File: src/rtl/sdram_pkg.sv
// Shared definitions for the SDRAM read-path bridge: trigger FSM encoding,
// default sizing and the pointer-width helper used by the FIFO and its interface.
package sdram_pkg;

    localparam int DEFAULT_DEPTH     = 16;
    localparam int DEFAULT_BURST_LEN = 4;
    localparam int DEFAULT_TIMEOUT   = 1023;

    typedef enum logic [2:0] {
        ST_IDLE = 3'b001,
        ST_TRIG = 3'b010,
        ST_WAIT = 3'b100
    } trig_state_e;

    // One extra bit over the address so full and empty can be told apart.
    function automatic int ptr_width(input int depth);
        return $clog2(depth) + 1;
    endfunction

endpackage

File: src/rtl/rfifo_tx_bridge_if.sv
// Bundle of the bridge's control, SDRAM read-path and UART TX stream signals.
// The slave modport is the bridge side; the master modport is the environment side.
interface rfifo_tx_bridge_if
    import sdram_pkg::*;
#(
    parameter int DEPTH = DEFAULT_DEPTH
);
    logic                          rd_enable;
    logic                          clr_status;
    logic                          rfifo_wr_en;
    logic [7:0]                    rfifo_wr_data;
    logic                          rd_trig;
    logic [7:0]                    tx_data;
    logic                          tx_valid;
    logic                          tx_ready;
    logic [ptr_width(DEPTH)-1:0]   fifo_level;
    logic                          overflow;
    logic                          timeout;

    modport slave (
        input  rd_enable, clr_status, rfifo_wr_en, rfifo_wr_data, tx_ready,
        output rd_trig, tx_data, tx_valid, fifo_level, overflow, timeout
    );

    modport master (
        output rd_enable, clr_status, rfifo_wr_en, rfifo_wr_data, tx_ready,
        input  rd_trig, tx_data, tx_valid, fifo_level, overflow, timeout
    );
endinterface

File: src/rtl/byte_sync_fifo.sv
// Single-clock first-word-fall-through byte FIFO. The head byte, valid flag and
// occupancy are registered so they come straight from flops.
module byte_sync_fifo
    import sdram_pkg::*;
#(
    parameter int DEPTH = DEFAULT_DEPTH
) (
    input  logic                        sclk,
    input  logic                        s_rst_n,
    input  logic                        wr_en_i,
    input  logic [7:0]                  wr_data_i,
    input  logic                        rd_en_i,
    output logic [7:0]                  rd_data_o,
    output logic                        rd_valid_o,
    output logic [ptr_width(DEPTH)-1:0] level_o,
    output logic                        drop_o
);
    localparam int AW = $clog2(DEPTH);
    localparam int PW = AW + 1;
    localparam logic [PW-1:0] PTR_ONE = {{AW{1'b0}}, 1'b1};

    logic [7:0]    mem_q [DEPTH];
    logic [PW-1:0] wr_ptr_q, wr_ptr_d;
    logic [PW-1:0] rd_ptr_q, rd_ptr_d;
    logic [PW-1:0] level_q, level_d;
    logic [7:0]    head_q, head_d;
    logic          valid_q, valid_d;
    logic          full_s, empty_s, push_s, pop_s;

    assign full_s  = (wr_ptr_q[AW] != rd_ptr_q[AW]) && (wr_ptr_q[AW-1:0] == rd_ptr_q[AW-1:0]);
    assign empty_s = (wr_ptr_q == rd_ptr_q);
    assign push_s  = wr_en_i & ~full_s;
    assign pop_s   = rd_en_i & ~empty_s;
    assign drop_o  = wr_en_i & full_s;

    // Next pointers, occupancy and the head byte as seen after this edge.
    always_comb begin
        wr_ptr_d = push_s ? (wr_ptr_q + PTR_ONE) : wr_ptr_q;
        rd_ptr_d = pop_s  ? (rd_ptr_q + PTR_ONE) : rd_ptr_q;
        level_d  = wr_ptr_d - rd_ptr_d;
        valid_d  = (level_d != {PW{1'b0}});
        // The new head is the byte being written only when the FIFO drains to it this cycle.
        if (!valid_d) begin
            head_d = 8'h00;
        end else if (push_s && (wr_ptr_q[AW-1:0] == rd_ptr_d[AW-1:0])) begin
            head_d = wr_data_i;
        end else begin
            head_d = mem_q[rd_ptr_d[AW-1:0]];
        end
    end

    // Byte storage; contents are meaningless until written, so it carries no reset.
    always_ff @(posedge sclk) begin
        if (push_s) begin
            mem_q[wr_ptr_q[AW-1:0]] <= wr_data_i;
        end
    end

    // Pointer, occupancy and output registers.
    always_ff @(posedge sclk or negedge s_rst_n) begin
        if (!s_rst_n) begin
            wr_ptr_q <= {PW{1'b0}};
            rd_ptr_q <= {PW{1'b0}};
            level_q  <= {PW{1'b0}};
            head_q   <= 8'h00;
            valid_q  <= 1'b0;
        end else begin
            wr_ptr_q <= wr_ptr_d;
            rd_ptr_q <= rd_ptr_d;
            level_q  <= level_d;
            head_q   <= head_d;
            valid_q  <= valid_d;
        end
    end

    assign rd_data_o  = head_q;
    assign rd_valid_o = valid_q;
    assign level_o    = level_q;

endmodule

File: src/rtl/rfifo_tx_bridge.sv
// Bridges SDRAM read bursts into a byte stream for a UART transmitter: issues one
// read trigger at a time while the FIFO has room for a whole burst, with a watchdog.
module rfifo_tx_bridge
    import sdram_pkg::*;
#(
    parameter int DEPTH     = DEFAULT_DEPTH,
    parameter int BURST_LEN = DEFAULT_BURST_LEN,
    parameter int TIMEOUT   = DEFAULT_TIMEOUT
) (
    input  logic             sclk,
    input  logic             s_rst_n,
    rfifo_tx_bridge_if.slave bus
);
    localparam int PW = ptr_width(DEPTH);
    localparam int BW = $clog2(BURST_LEN + 1);
    localparam int TW = $clog2(TIMEOUT + 1);
    localparam logic [PW-1:0] MAX_TRIG_LEVEL = PW'(DEPTH - BURST_LEN);
    localparam logic [BW-1:0] BURST_LAST     = BW'(BURST_LEN - 1);
    localparam logic [BW-1:0] BCNT_ONE       = BW'(1);
    localparam logic [TW-1:0] TIMEOUT_LAST   = TW'(TIMEOUT - 1);
    localparam logic [TW-1:0] TCNT_ONE       = TW'(1);

    trig_state_e   state_q;
    logic          rd_trig_q;
    logic [BW-1:0] bcnt_q;
    logic [TW-1:0] tcnt_q;
    logic          overflow_q;
    logic          timeout_q;

    logic [PW-1:0] level_s;
    logic [7:0]    tx_data_s;
    logic          tx_valid_s;
    logic          drop_s;
    logic          room_ok_s;
    logic          burst_done_s;
    logic          tmo_hit_s;

    byte_sync_fifo #(
        .DEPTH (DEPTH)
    ) u_fifo (
        .sclk       (sclk),
        .s_rst_n    (s_rst_n),
        .wr_en_i    (bus.rfifo_wr_en),
        .wr_data_i  (bus.rfifo_wr_data),
        .rd_en_i    (bus.tx_ready),
        .rd_data_o  (tx_data_s),
        .rd_valid_o (tx_valid_s),
        .level_o    (level_s),
        .drop_o     (drop_s)
    );

    assign room_ok_s    = (level_s <= MAX_TRIG_LEVEL);
    assign burst_done_s = (state_q == ST_WAIT) && bus.rfifo_wr_en && (bcnt_q == BURST_LAST);
    assign tmo_hit_s    = (state_q == ST_WAIT) && (tcnt_q == TIMEOUT_LAST);

    // Trigger FSM with burst/watchdog counters; completion beats the watchdog on a tie.
    always_ff @(posedge sclk or negedge s_rst_n) begin
        if (!s_rst_n) begin
            state_q   <= ST_IDLE;
            rd_trig_q <= 1'b0;
            bcnt_q    <= {BW{1'b0}};
            tcnt_q    <= {TW{1'b0}};
            timeout_q <= 1'b0;
        end else begin
            case (state_q)
                ST_IDLE: begin
                    if (bus.rd_enable && room_ok_s) begin
                        state_q   <= ST_TRIG;
                        rd_trig_q <= 1'b1;
                    end else begin
                        rd_trig_q <= 1'b0;
                    end
                end
                ST_TRIG: begin
                    state_q   <= ST_WAIT;
                    rd_trig_q <= 1'b0;
                    bcnt_q    <= {BW{1'b0}};
                    tcnt_q    <= {TW{1'b0}};
                end
                ST_WAIT: begin
                    rd_trig_q <= 1'b0;
                    tcnt_q    <= tcnt_q + TCNT_ONE;
                    if (bus.rfifo_wr_en) begin
                        bcnt_q <= bcnt_q + BCNT_ONE;
                    end
                    if (burst_done_s || tmo_hit_s) begin
                        state_q <= ST_IDLE;
                    end
                end
                default: begin
                    state_q   <= ST_IDLE;
                    rd_trig_q <= 1'b0;
                end
            endcase

            if (tmo_hit_s && !burst_done_s) begin
                timeout_q <= 1'b1;
            end else if (bus.clr_status) begin
                timeout_q <= 1'b0;
            end
        end
    end

    // Sticky overflow flag; a drop in the same cycle as a clear keeps it set.
    always_ff @(posedge sclk or negedge s_rst_n) begin
        if (!s_rst_n) begin
            overflow_q <= 1'b0;
        end else if (drop_s) begin
            overflow_q <= 1'b1;
        end else if (bus.clr_status) begin
            overflow_q <= 1'b0;
        end
    end

    assign bus.rd_trig    = rd_trig_q;
    assign bus.tx_data    = tx_data_s;
    assign bus.tx_valid   = tx_valid_s;
    assign bus.fifo_level = level_s;
    assign bus.overflow   = overflow_q;
    assign bus.timeout    = timeout_q;

endmodule

File: src/flat_wrapper.sv
// flat-port wrapper written by rule: the top's interface ports become plain ports
module rfifo_tx_bridge_flat import sdram_pkg::*;
#(
    parameter int DEPTH     = DEFAULT_DEPTH,
    parameter int BURST_LEN = DEFAULT_BURST_LEN,
    parameter int TIMEOUT   = DEFAULT_TIMEOUT
)
  (sclk, s_rst_n, bus_rd_enable, bus_clr_status, bus_rfifo_wr_en, bus_rfifo_wr_data, bus_tx_ready, bus_rd_trig, bus_tx_data, bus_tx_valid, bus_fifo_level, bus_overflow, bus_timeout);
  rfifo_tx_bridge_if #(.DEPTH(DEPTH)) bus_i ();
  input  logic sclk;
  input  logic s_rst_n;
  input wire logic [$bits(bus_i.rd_enable)-1:0] bus_rd_enable;
  input wire logic [$bits(bus_i.clr_status)-1:0] bus_clr_status;
  input wire logic [$bits(bus_i.rfifo_wr_en)-1:0] bus_rfifo_wr_en;
  input wire logic [$bits(bus_i.rfifo_wr_data)-1:0] bus_rfifo_wr_data;
  input wire logic [$bits(bus_i.tx_ready)-1:0] bus_tx_ready;
  output wire logic [$bits(bus_i.rd_trig)-1:0] bus_rd_trig;
  output wire logic [$bits(bus_i.tx_data)-1:0] bus_tx_data;
  output wire logic [$bits(bus_i.tx_valid)-1:0] bus_tx_valid;
  output wire logic [$bits(bus_i.fifo_level)-1:0] bus_fifo_level;
  output wire logic [$bits(bus_i.overflow)-1:0] bus_overflow;
  output wire logic [$bits(bus_i.timeout)-1:0] bus_timeout;
  assign bus_i.rd_enable = bus_rd_enable;
  assign bus_i.clr_status = bus_clr_status;
  assign bus_i.rfifo_wr_en = bus_rfifo_wr_en;
  assign bus_i.rfifo_wr_data = bus_rfifo_wr_data;
  assign bus_i.tx_ready = bus_tx_ready;
  assign bus_rd_trig = bus_i.rd_trig;
  assign bus_tx_data = bus_i.tx_data;
  assign bus_tx_valid = bus_i.tx_valid;
  assign bus_fifo_level = bus_i.fifo_level;
  assign bus_overflow = bus_i.overflow;
  assign bus_timeout = bus_i.timeout;
  rfifo_tx_bridge #(.DEPTH(DEPTH), .BURST_LEN(BURST_LEN), .TIMEOUT(TIMEOUT)) u_core (.sclk(sclk), .s_rst_n(s_rst_n), .bus(bus_i));
endmodule
File: config.mk
export PLATFORM = sky130hd
export DESIGN_NAME = rfifo_tx_bridge_flat
export DESIGN_NICKNAME = d
export VERILOG_FILES = /design/src/rtl/sdram_pkg.sv /design/src/rtl/rfifo_tx_bridge_if.sv /design/src/rtl/byte_sync_fifo.sv /design/src/rtl/rfifo_tx_bridge.sv /design/src/flat_wrapper.sv
export SDC_FILE = /design/constraint.sdc
export NUM_CORES = 1
export LEC_CHECK = 0
export ABC_AREA = 1
export CORE_AREA = 4 4 137 139
export DETAILED_ROUTE_END_ITERATION = 10
export DIE_AREA = 0 0 141 143
export GPL_ROUTABILITY_DRIVEN = 0
export MAX_ROUTING_LAYER = met4
export PLACE_DENSITY = 0.7
export SLEW_MARGIN = 40
export SYNTH_ARGS = -nofsm -noshare
export SYNTH_HDL_FRONTEND = slang
export SYNTH_SLANG_ARGS = --single-unit
File: constraint.sdc
create_clock -name sclk -period 2.6 [get_ports sclk]
set_input_delay 0.65 -clock sclk [delete_from_list [all_inputs] [get_ports sclk]]
set_output_delay 0.65 -clock sclk [all_outputs]
set_load 0.01 [all_outputs]
# After elaboration in Yosys (flattened, before gate mapping)
# Memory sizes are Yosys's and may differ from the RTL's.
# Index checks and enable logic that the tools add are counted.
dict set report op_classes {
  addsub 5
  order_cmp 1
  n_eq_ne 12
  mux 17
  bitwise 5
  reduce_logical 15
}
# operator n
set ops {}
lappend ops {{$pmux W10 S2} 1}
lappend ops {{$mux W8} 2}
lappend ops {{$add A10 B1 Y10 const B} 1}
lappend ops {{$add A5 B1 Y5 const B} 2}
lappend ops {{$eq A10 B10 Y1 const B} 1}
lappend ops {{$mux W5} 2}
lappend ops {{$mux W3} 3}
lappend ops {{$pmux W3 S3} 1}
lappend ops {{$eq A4 B4 Y1} 2}
lappend ops {{$logic_and A1 B1 Y1} 7}
lappend ops {{$mux W1} 7}
lappend ops {{$eq A3 B2 Y1 const B} 2}
lappend ops {{$pmux W3 S2} 1}
lappend ops {{$reduce_bool A2 Y1} 3}
lappend ops {{$eq A5 B5 Y1} 1}
lappend ops {{$le A5 B4 Y1 const B} 1}
lappend ops {{$reduce_bool A5 Y1} 1}
lappend ops {{$sub A5 B5 Y5} 1}
lappend ops {{$ne A2 B2 Y1 const B} 2}
lappend ops {{$reduce_and A2 Y1} 2}
lappend ops {{$add A3 B1 Y3 const B} 1}
lappend ops {{$and A1 B1 Y1} 3}
lappend ops {{$eq A3 B1 Y1 const B} 1}
lappend ops {{$eq A3 B3 Y1 const B} 1}
lappend ops {{5 further kinds} 6}
dict set report totals {
  regBits 43
  ram_bits 128
  in_bits 14
  output_inout_bits 17
  wordCells 67
  n_memories 1
}
# name depth width rd rd_ports_with_merged_regs wr line_no
set memory_table {}
lappend memory_table {u_core.u_fifo.mem_q 16 8 1 0 1 byte_sync_fifo.sv:22} ;# logic [7:0] mem_q [DEPTH];

# Depth between registers and ports, before layout
# Gate-level depths: netlist of run 1.
dict set report logic_depth {
  word_depth 8
  depth_mapped 23
  mapped_depth_nobuf 22
}

# Hierarchy
# Synthesis of run 1 repeated with hierarchy kept, for this count alone.
dict set report hier_totals {
  cells_unflattened 773
  hier_area_um2 7937.6
}
# mod n_inst cells_per_inst area_each_um2 seq_area_each_um2
set by_module_without_submodules {}
lappend by_module_without_submodules {byte_sync_fifo 1 637 6871.6 4444.3}
lappend by_module_without_submodules {rfifo_tx_bridge 1 136 1066.0 476.7}

# Least setup slack after synthesis of run 1
# Ideal clock, no wire load.
dict set report synth_timing {
  path_type {reg-to-reg}
  startpoint {register u_core.u_fifo.wr_ptr_q[2]}
  endpoint {register u_core.u_fifo.head_q[0] (netlist: u_core.u_fifo.rd_data_o[0])}
  setup_ps 124
  t_arrival_ps 2459
  required_time_ps 2476
  slack_ps 17
  path_stages_with_launch 19
  n_path_buf 1
  period_less_slack_ps 2583
  cell_sequence {dfrtp_1 -> buf_6 -> inv_2 -> nand2_1 -> nand2_2 -> nor2_4 -> nand3_4 -> nand3_2 -> nor3_2 -> xor2_2 -> ha_1 -> inv_1 -> o21bai_1 -> inv_1 -> nand2_1 -> nand2_1 -> nand2_2 -> nor2_4 -> nor2_1}
}
dict set report synth_via {
  elab_chain_cells 8
  word_cells_on_any_way 17
  cone_classes {add/sub: 2; eq/ne: 3; mux: 4; bitwise: 4; reduce/logical: 3; memory: 1}
}
# item line_no
set synth_rtl {}
lappend synth_rtl {{from (decl)} byte_sync_fifo.sv:23} ;# logic [PW-1:0] wr_ptr_q, wr_ptr_d;
lappend synth_rtl {{from (signal assigned)} byte_sync_fifo.sv:62} ;# wr_ptr_q <= {PW{1'b0}};
lappend synth_rtl {{from (signal assigned)} byte_sync_fifo.sv:68} ;# wr_ptr_q <= wr_ptr_d;
lappend synth_rtl {{branches (longest 5 deep; another with $add A5 B1 Y5)} -}
lappend synth_rtl {{$sub A5 B5 Y5 (*)} byte_sync_fifo.sv:40} ;# level_d = wr_ptr_d - rd_ptr_d;
lappend synth_rtl {{named net u_core.u_fifo.level_d[4]} byte_sync_fifo.sv:25} ;# logic [PW-1:0] level_q, level_d;
lappend synth_rtl {{$reduce_bool A5 Y1 (*)} byte_sync_fifo.sv:41} ;# valid_d = (level_d != {PW{1'b0}});
lappend synth_rtl {{$mux W8 (*)} byte_sync_fifo.sv:43} ;# if (!valid_d) begin
lappend synth_rtl {{named net u_core.u_fifo.head_d[0]} byte_sync_fifo.sv:26} ;# logic [7:0] head_q, head_d;
lappend synth_rtl {{to (signal assigned)} byte_sync_fifo.sv:65} ;# head_q <= 8'h00;
lappend synth_rtl {{to (signal assigned)} byte_sync_fifo.sv:71} ;# head_q <= head_d;
lappend synth_rtl {{to (decl)} byte_sync_fifo.sv:26}
# Mark *: on every way through the listed nets, which the timed path passes.
# A chain may end at the register's enable or synchronous reset.

# Worst setup path in the final report of run 1
dict set report layout_timing {
  startpoint {register u_core.u_fifo.wr_ptr_q[2]}
  endpoint {register u_core.u_fifo.head_q[4] (netlist: u_core.u_fifo.rd_data_o[4])}
}
# Same word-level chain as after synthesis.

==> impl_metrics.env, run 1 <==
export IMPL_outcome="complete, no violations"
export IMPL_drt_iter0_markers=714
export IMPL_cts_tree="built"
export IMPL_synth_nets=764
export IMPL_cpMaxStageDelayCell="dfrtp_1"
export IMPL_grt_ovfl_total=0
export IMPL_cts_made_buffers=17
export IMPL_ys_ff_latch=171
export IMPL_hpwl_um=12000
export IMPL_fp_dieH_um=143
export IMPL_finish_net_count=875
export IMPL_synthSimpleGateAreaFrac=0.262
export IMPL_synth_top_family_by_area="simple AND/OR/NAND/NOR gates"
export IMPL_grt_pass1_wl_um=29400
export IMPL_maxCapViolCount=0
export IMPL_grt_usage=0.194
export IMPL_maxSlewViolCount=0
export IMPL_r2r_slack_ps=20
export IMPL_startpoint_type="register"
export IMPL_synthCells=738
export IMPL_clock_sinks=171
export IMPL_max_freq_ghz=0.387
export IMPL_place_inst=1043
export IMPL_layout_common_cells="nand3_1 (186), nand2_1 (158), edfxtp_1 (128)"
export IMPL_critPathBufInv=4
export IMPL_ant_nets=0
export IMPL_worst_setup_path_end_kind="register"
export IMPL_cts_root_buf="clkbuf_16"
export IMPL_p_leak_nw=3.94
export IMPL_synth_mux_area_frac=0
export IMPL_cts_buffer_depth=2
export IMPL_wl_per_cell_um=17.4
export IMPL_layout_drive_gt1_share=0.226
export IMPL_relSlewSlack=0.601
export IMPL_drcViolationCount=0
export IMPL_top_layer_used="met4"
export IMPL_min_period_ps=2580
export IMPL_start_util=0.439
export IMPL_holdCritPathClass="in -> async"
export IMPL_port_buffers=30
export IMPL_antenna_found_initial=1
export IMPL_drt_met1_wl_um=7980
export IMPL_io_pins=31
export IMPL_async_flop_share=0.251
export IMPL_synth_edf_count=128
export IMPL_via_count=5848
export IMPL_grt_max_degree=65
export IMPL_vdd_drop_max_mv=0.636
export IMPL_synth_fa_ha_area_frac=0.0193
export IMPL_stdcell_area_um2=9610
export IMPL_synth_area_um2=7760
export IMPL_instances_no_fill=1091
export IMPL_post_route_period_util=0.993
export IMPL_wl_um=19000
export IMPL_rsz0062_at_grt="true"
export IMPL_cp_arrival_ps=2890
export IMPL_holdBufCountCts=0
export IMPL_insertion_delay_ps=430
export IMPL_crit_family="simple AND/OR/NAND/NOR gates"
export IMPL_die_w_um=141
export IMPL_critPathKind="reg -> reg"
export IMPL_met2_length_um=9710
export IMPL_place_area_um2=8740
export IMPL_grt_pass1_vias=5594
export IMPL_cp_required_ps=2910
export IMPL_coreArea_um2=17700
export IMPL_fillerInstances=1490
export IMPL_synth_compound_area_share=0.0214
export IMPL_syn_to_final_growth_pct=23.9
export IMPL_max_stage_delay_ps=420
export IMPL_via_per_inst=5.36
export IMPL_setup_viol=0
export IMPL_tightest_slew_ps=596
export IMPL_first_pass_iters=5
export IMPL_final_common_cell="nand3_1"
export IMPL_synth_flop_cell="edfxtp_1"
export IMPL_power_per_cell_area_nw_per_um2=1290
export IMPL_seq_area_frac_synth=0.634
export IMPL_finalHoldViolations=0
export IMPL_crit_chain="inv_2 > nand2_2 > nand2_4 > nor2_4 > nand3_4 > nand3_4 > buf_6 > nor3_4 > xor2_2 > ha_4 > inv_2 > o21bai_1 > inv_1 > nand2_1 > nand2_1 > nand2_2 > nor2_4 > nor2_1"
export IMPL_clkTransAtPathRegs_ps=70
export IMPL_htree_levels=4
export IMPL_ys_types=42
export IMPL_synth_xor_xnor_area_share=0.0132
export IMPL_avgSynthCellArea_um2=10.5
export IMPL_yosys_warnings=0
export IMPL_route_met3_wl_um=1070
export IMPL_std_cell_rows=49
export IMPL_dieArea_um2=20200
export IMPL_critPathMaxFanout=5
export IMPL_finClkSkew_ps=7.99
[metal layers]
metal,vias up,global-route usage
met5,-,-
met4,0,0.0586
met3,27,0.0295
met2,194,0.323
met1,2863,0.249
li1,2764,-
[power by group]
group	leakage (nW)	switching (mW)	internal, mW	total, mW
clock	0.273	1.10	1.33	2.43
combinational	1.98	3.80	2.52	6.32
sequential	1.69	0.224	3.44	3.67
total	3.94	5.13	7.30	12.4
[Yosys cell counts, types with 3 or more instances]
library cell,count,area share
o21ai_0,9,0.0058
a21oi_1,6,0.0039
nand2_1,165,0.080
nand3_1,187,0.12
nand2_4,3,0.0044
or2_2,7,0.0056
ha_1,12,0.019
inv_2,9,0.0044
dfrtp_1,42,0.14
buf_2,20,0.013
inv_1,46,0.022
nor3_1,5,0.0032
o22ai_1,4,0.0032
edfxtp_1,128,0.50
xor2_1,6,0.0068
nor2_1,31,0.015
nor2_4,3,0.0044
nand2_2,14,0.011
buf_4,6,0.0058
nand4_1,4,0.0032
[registers in the layout, indices dropped and copies added, names as in the netlist]
signal	flops
u_core.u_fifo.rd_valid_o	1
u_core.bcnt_q	3
u_core.bus.rd_trig	1
u_core.u_fifo.wr_ptr_q	5
u_core.bus.overflow	1
u_core.state_q	3
u_core.u_fifo.rd_data_o	8
u_core.u_fifo.mem_q	128
u_core.bus.timeout	1
u_core.tcnt_q	10
u_core.u_fifo.rd_ptr_q	5
u_core.u_fifo.level_o	5
[stage by stage]
| step | setup TNS (ps) | setup slack (ps) | power [mW] | utilization | hold slack (ps) |
|---|---|---|---|---|---|
| 2_1_floorplan | 0 | 17.0 | 7.26 | - | 354 |
| 5_1_grt | -1070 | -147 | 13.3 | 0.545 | 178 |
| 3_3_place_gp | -4020 | -414 | 9.18 | 0.495 | 459 |
| 4_1_cts | 0 | 9.43 | 11.9 | 0.532 | 162 |
| 6_report | 0 | 18.0 | 12.4 | 0.545 | 143 |
| 3_5_place_dp | -4710 | -487 | 9.29 | 0.495 | 469 |
[cell families after synthesis]
kind of cell | after synthesis
compound gates | 28
xor+xnor | 10
fa+ha+maj | 12
buf+inv | 86
flops | 171
simple gates | 431
[final cells by class]
cell class	instances	area (um^2)	share of cell area
Timing Repair Buffer	122	1030	0.107
Inverter	55	209	0.0217
Tap cell	229	287	0.0298
Antenna cell	1	2.50	0.000260
Multi-Input combinational cell	482	2600	0.270
Clock inverter	14	139	0.0144
Sequential cell	171	4920	0.512
Clock buffer	17	425	0.0442
[timing repair]
action                                  4_1_cts  5_1_grt
endpoints found under the setup margin        9       10
resized for setup                             9       40
pin swaps                                     6       27
cloned                                        1        0
buffers inserted                              6        9
[worst paths after layout]
path / from / end / cells after the start
setup / recovery: u_core.u_fifo.wr_ptr_q[2] / u_core.u_fifo.rd_data_o[4] / 18
hold / removal: s_rst_n / u_core.tcnt_q[8] / 1
setup reg to reg: u_core.u_fifo.wr_ptr_q[2] / u_core.u_fifo.rd_data_o[4] / 18
hold reg to reg: u_core.bcnt_q[1] / u_core.bcnt_q[1] / 2
max in group asynchronous: s_rst_n / u_core.u_fifo.wr_ptr_q[4] / 2
min in group sclk: u_core.bcnt_q[1] / u_core.bcnt_q[1] / 2
Power figures use the tool's default switching activity.
==> run 2, diff against run 1 <==
CELL_PAD_IN_SITES_DETAIL_PLACEMENT = 1   (was not set)
CELL_PAD_IN_SITES_GLOBAL_PLACEMENT = 1   (was not set)
CORE_AREA = 4 4 138 140   (was 4 4 137 139)
DIE_AREA = 0 0 142 144   (was 0 0 141 143)
PLACE_DENSITY = 0.82   (was 0.7)
SLEW_MARGIN = not set   (was 40)
==> run 2 against run 1 <==
Compared with the run above:
- the flow now finishes with violations (setup timing)
- final cell count is 1.1% higher
- sequential share of layout area is 1.0 points lower
- total power is 15% higher
- largest power group unchanged
- highest routed layer unchanged
==> impl_metrics.env, run 2 (synthesis gave the netlist of run 1 again) <==
export IMPL_crit_family="simple AND/OR/NAND/NOR gates"
export IMPL_cts_root_buf="clkbuf_16"
export IMPL_cts_made_buffers=17
export IMPL_p_int_mw=7.70
export IMPL_startpoint_type="register"
export IMPL_cp_arrival_ps=3330
export IMPL_tightest_slew_ps=545
export IMPL_r2r_worst_path_cells=20
export IMPL_std_cell_rows=49
export IMPL_final_core_util=0.550
export IMPL_max_freq_ghz=0.333
export IMPL_wl_per_cell_um=25.6
export IMPL_dieArea_um2=20400
export IMPL_reg2reg_from="u_core.u_fifo.rd_ptr_q[3]"
export IMPL_layout_common_cells="nand3_1 (183), nand2_1 (155), edfxtp_1 (128)"
export IMPL_fp_dieH_um=144
export IMPL_syn_to_final_growth_pct=26.4
export IMPL_antenna_cells=0
export IMPL_p_comb_frac=0.560
export IMPL_maxSlewViolCount=0
export IMPL_place_area_um2=8820
export IMPL_critPathMaxFanout=5
export IMPL_pwr_share_seq=0.261
export IMPL_wl_um=28200
export IMPL_timing_rr_end="u_core.u_fifo.rd_data_o[3]"
export IMPL_grt_max_degree=65
export IMPL_failed_checks="setup timing"
export IMPL_cts_tree="built"
export IMPL_max_stage_delay_ps=450
export IMPL_port_buffers=30
export IMPL_drt_iter0_markers=734
export IMPL_via_per_inst=5.98
export IMPL_p_clk_frac=0.178
export IMPL_hpwl_um=15800
export IMPL_grt_ovfl_total=0
export IMPL_power_per_cell_area_nw_per_um2=1460
export IMPL_place_inst=1049
export IMPL_stdcell_area_um2=9810
export IMPL_finalHoldViolations=0
export IMPL_insertion_delay_ps=450
export IMPL_critPathBufInv=5
export IMPL_grt_pass1_vias=7006
export IMPL_coreArea_um2=17800
export IMPL_clkTransAtPathRegs_ps=90
export IMPL_htree_levels=4
export IMPL_setup_viol=12
export IMPL_finalPower_mw=14.3
export IMPL_instances_no_fill=1103
export IMPL_grt_usage=0.271
export IMPL_hold_ws_ps=162
export IMPL_start_util=0.435
export IMPL_post_route_period_util=1.16
export IMPL_cts_buffer_depth=2
export IMPL_p_leak_nw=4.03
export IMPL_grt_pass1_wl_um=40400
export IMPL_antenna_found_initial=0
export IMPL_outcome="finished with violations"
export IMPL_io_pins=31
export IMPL_final_common_cell="nand3_1"
export IMPL_r2r_slack_ps=-410
export IMPL_crit_chain="inv_2 > nand2_2 > nand2_2 > nor2_4 > nand3_4 > nand2_4 > xor2_2 > inv_1 > ha_2 > inv_2 > ha_4 > inv_1 > nand2_2 > inv_2 > nand2_2 > nand2_2 > nor2_4 > nand3_4 > nor2_4 > nor2_1"
export IMPL_holdCritPathClass="in -> async"
export IMPL_final_setup_worst_slack_ps=-406
export IMPL_die_w_um=142
export IMPL_switchingPower_mw=6.57
export IMPL_cpMaxStageDelayCell="dfrtp_1"
export IMPL_maxCapViolCount=0
export IMPL_min_period_ps=3010
export IMPL_first_pass_iters=5
export IMPL_path_common_cell="nand2_2"
export IMPL_layout_drive_gt1_share=0.254
export IMPL_finish_net_count=887
export IMPL_ant_nets=0
export IMPL_critPathKind="reg -> reg"
export IMPL_via_count=6595
export IMPL_relSlewSlack=0.633
export IMPL_drcViolationCount=0
export IMPL_clock_sinks=171
export IMPL_worst_setup_path_end_kind="register"
export IMPL_rsz0062_at_grt="true"
export IMPL_largest_reg_flops=128
export IMPL_vdd_drop_max_mv=1.23
export IMPL_swShare=0.460
export IMPL_finClkSkew_ps=18.5
export IMPL_cp_required_ps=2920
-- run 2: final cells by class --
cell class	instances	area, um^2
timing repair buffer	134	1150
multi-input combinational	482	2650
clock inverter	14	143
sequential	171	4920
inverter	55	209
tap	229	287
clock buffer	18	439
fill	1890	8030
-- run 2: worst max path at each step --
stage	startpoint	end	slack, ps	cells past startpoint
2_1_floorplan	u_core.u_fifo.wr_ptr_q[2]	u_core.u_fifo.rd_data_o[0]	20	18
3_3_place_gp	bus_tx_ready	u_core.u_fifo.rd_data_o[5]	-410	15
6_report	u_core.u_fifo.rd_ptr_q[3]	u_core.u_fifo.rd_data_o[3]	-410	20
5_1_grt	u_core.u_fifo.rd_ptr_q[3]	u_core.u_fifo.rd_data_o[3]	-490	20
3_5_place_dp	bus_rfifo_wr_en	u_core.u_fifo.rd_data_o[0]	-600	12
4_1_cts	u_core.u_fifo.wr_ptr_q[3]	u_core.u_fifo.rd_data_o[3]	-30	15
-- run 2: through the flow --
stage / setup TNS (ps) / worst slack [ps]
2_1_floorplan: 0 / 17.0
3_3_place_gp: -3910 / -406
3_5_place_dp: -5910 / -603
4_1_cts: -137 / -33.0
5_1_grt: -4560 / -494
6_report: -3680 / -406
-- run 2: power by group through the flow --
stage	logic [mW]	clock network, mW	registers (mW)
2_1_floorplan	3.53	0	3.74
5_1_grt	8.49	2.68	3.75
6_report	8.00	2.54	3.73
3_3_place_gp	5.71	0	3.70
4_1_cts	6.86	2.54	3.68
3_5_place_dp	6.09	0	3.73
-- run 2: what timing repair did --
item                                    CTS  global route
endpoints found under the setup margin   10            11
gates cloned                              1             0
buffers inserted                         12            10
hold buffers                              0             0
gates resized for setup                  30            31
pin swaps                                21            27
-- run 2: per-layer routing --
metal | vias to the layer above | routed length (um) | GRT usage
li1 | 2797 | - | -
met5 | - | 0 | -
met4 | 0 | 1380 | 0.130
met1 | 3336 | 10900 | 0.318
met2 | 347 | 14100 | 0.450
met3 | 115 | 1830 | 0.0536
-- run 2: worst reg2reg max path, stage by stage (launching register included) --
cell and delay [ps]:
dfrtp_1 450, inv_2 80, nand2_2 100, nand2_2 80, nor2_4 200, nand3_4 140
nand2_4 100, xor2_2 210, inv_1 110, ha_2 200, inv_2 100, ha_4 130
inv_1 50, nand2_2 90, inv_2 50, nand2_2 80, nand2_2 90, nor2_4 200
nand3_4 140, nor2_4 210, nor2_1 80
==> run 3, diff against run 2 <==
CORE_AREA = 4 4 118 165   (was 4 4 138 140)
DIE_AREA = 0 0 122 169   (was 0 0 142 144)
==> run 3 against run 2 <==
Compared with the run above:
- the flow still finishes with violations (setup timing)
- register-to-register slack improved by 140 ps
- fmax up 4.8%
- worst hold slack improved by 140 ps
- final cell count grew 0.54%
- via count shrank 1.7%
- die area increased by 0.83%
- highest routed layer unchanged
==> impl_metrics.env, run 3 (synthesis gave the netlist of run 1 again) <==
export IMPL_outcome="finished with violations"
export IMPL_failed_checks="setup timing"
export IMPL_drt_iter0_markers=535
export IMPL_hpwl_um=15300
export IMPL_clock_sinks=171
export IMPL_antenna_cells=0
export IMPL_min_period_ps=2870
export IMPL_setup_viol=10
export IMPL_std_cell_rows=58
export IMPL_timing_rr_end="u_core.u_fifo.rd_data_o[6]"
export IMPL_holdCritPathClass="in -> async"
export IMPL_antenna_found_initial=0
export IMPL_cts_tree="built"
export IMPL_reg2reg_from="u_core.u_fifo.wr_ptr_q[3]"
export IMPL_syn_to_final_growth_pct=25.3
export IMPL_r2r_slack_ps=-270
export IMPL_r2r_worst_path_cells=20
export IMPL_fin_tns_setup_ps=-2290
export IMPL_port_buffers=30
export IMPL_maxCapViolCount=0
export IMPL_grt_pass1_wl_um=39400
export IMPL_first_pass_iters=5
export IMPL_post_route_period_util=1.10
export IMPL_start_util=0.433
export IMPL_fp_dieH_um=169
export IMPL_finish_net_count=882
export IMPL_cp_required_ps=2910
export IMPL_grt_ovfl_total=0
export IMPL_layout_drive_gt1_share=0.239
export IMPL_seq_area_um2=4920
export IMPL_route_met3_wl_um=1410
export IMPL_insertion_delay_ps=440
export IMPL_met2_length_um=14400
export IMPL_largest_reg_flops=128
export IMPL_tightest_slew_ps=777
export IMPL_ant_nets=0
export IMPL_top_layer_used="met4"
export IMPL_dieArea_um2=20600
export IMPL_final_core_util=0.543
export IMPL_die_w_um=122
export IMPL_critPathKind="reg -> reg"
export IMPL_coreArea_um2=17900
export IMPL_vdd_drop_max_mv=1.26
export IMPL_finClkSkew_ps=22.7
export IMPL_grt_usage=0.264
export IMPL_startpoint_type="register"
export IMPL_power_per_cell_area_nw_per_um2=1390
export IMPL_final_setup_worst_slack_ps=-269
export IMPL_multiInputGateArea_um2=2630
export IMPL_relSlewSlack=0.480
export IMPL_final_common_cell="nand3_1"
export IMPL_drt_met1_wl_um=9560
export IMPL_maxSlewViolCount=0
export IMPL_critPathMaxFanout=5
export IMPL_rsz0062_at_grt="true"
export IMPL_max_freq_ghz=0.349
export IMPL_via_per_inst=5.84
export IMPL_holdBufCountCts=0
export IMPL_cts_root_buf="clkbuf_16"
export IMPL_io_pins=31
export IMPL_cp_arrival_ps=3180
export IMPL_wl_per_cell_um=24.4
export IMPL_drcViolationCount=0
export IMPL_layout_common_cells="nand3_1 (183), nand2_1 (155), edfxtp_1 (128)"
export IMPL_cts_made_buffers=17
export IMPL_p_leak_nw=3.97
export IMPL_worst_setup_path_end_kind="register"
export IMPL_finalHoldViolations=0
export IMPL_clkTransAtPathRegs_ps=70
export IMPL_htree_levels=4
export IMPL_wl_um=27100
export IMPL_fillerInstances=1940
export IMPL_via_count=6482
export IMPL_cts_buffer_depth=2
export IMPL_grt_max_degree=65
export IMPL_grt_pass1_vias=6891
-- run 3: cell count changes in the layout (fill, tap and decap cells not counted), sizes merged, moves of 2 or more --
cell      before  now
clkinvlp       2    5
inv           64   61
buf          105  100
clkinv         3    1
-- run 3: how the worst max path moves through the flow --
stage                                   start                    endpoint  slack [ps]
floorplan           u_core.u_fifo.wr_ptr_q[2]  u_core.u_fifo.rd_data_o[0]          20
global placement                 bus_tx_ready  u_core.u_fifo.rd_data_o[1]        -460
detailed placement               bus_tx_ready  u_core.u_fifo.rd_data_o[3]        -610
CTS                 u_core.u_fifo.wr_ptr_q[2]  u_core.u_fifo.rd_data_o[7]         -20
global route        u_core.u_fifo.wr_ptr_q[0]  u_core.u_fifo.rd_data_o[6]        -400
finish              u_core.u_fifo.wr_ptr_q[3]  u_core.u_fifo.rd_data_o[6]        -270
-- run 3: cell type report --
type	instances	area share
clock inverters	13	0.0138
repair buffers	129	0.111
inverters	55	0.0217
well taps	240	0.0309
multi-input cells	482	0.271
flip-flops and latches	171	0.506
clock buffers	19	0.0455
-- run 3: report_power, final --
group	total [mW]	internal (mW)	leakage (nW)	switching, mW
Clock	2.57	1.37	0.267	1.20
Sequential	3.74	3.45	1.69	0.294
Combinational	7.22	2.63	2.02	4.59
-- run 3: repair_timing --
| item | CTS | global route |
|---|---|---|
| endpoints found under the setup margin | 9 | 11 |
| gates resized for setup | 37 | 23 |
| pin swaps | 20 | 13 |
| cloned | 1 | 0 |
| buffers inserted | 10 | 11 |
-- run 3: stage by stage --
stage / cells / cell area, um^2 / power, mW / hold WS (ps) / worst slack, ps
after floorplan: 738 / 7760 / 7.26 / 354 / 17.0
after global placement: 1056 / 8770 / 9.30 / 458 / -456
after detailed placement: 1056 / 8770 / 9.58 / 466 / -608
after CTS: 1098 / 9560 / 12.7 / 312 / -17.7
after global routing: 1109 / 9730 / 14.2 / 355 / -398
final: 1109 / 9730 / 13.5 / 303 / -269
-- run 3: critical path, cell delays in order, from the launching register on --
cell and delay (ps):
dfrtp_1 440, inv_2 100, nand2_4 90, nand2_4 60, nor2_4 170, nand3_4 140
nand2_4 110, xor2_1 250, inv_1 140, ha_4 190, inv_2 70, ha_4 120
inv_1 50, nand2_2 80, inv_1 60, nand2_2 70, nand2_2 70, nor2_4 140
nand3_4 100, nor2_4 200, nor2_2 90
-- run 3: layer usage --
layer	track usage	up-vias
li1	-	2776
met1	0.287	3277
met2	0.464	304
met3	0.0411	125
met4	0.131	0
met5	-	-
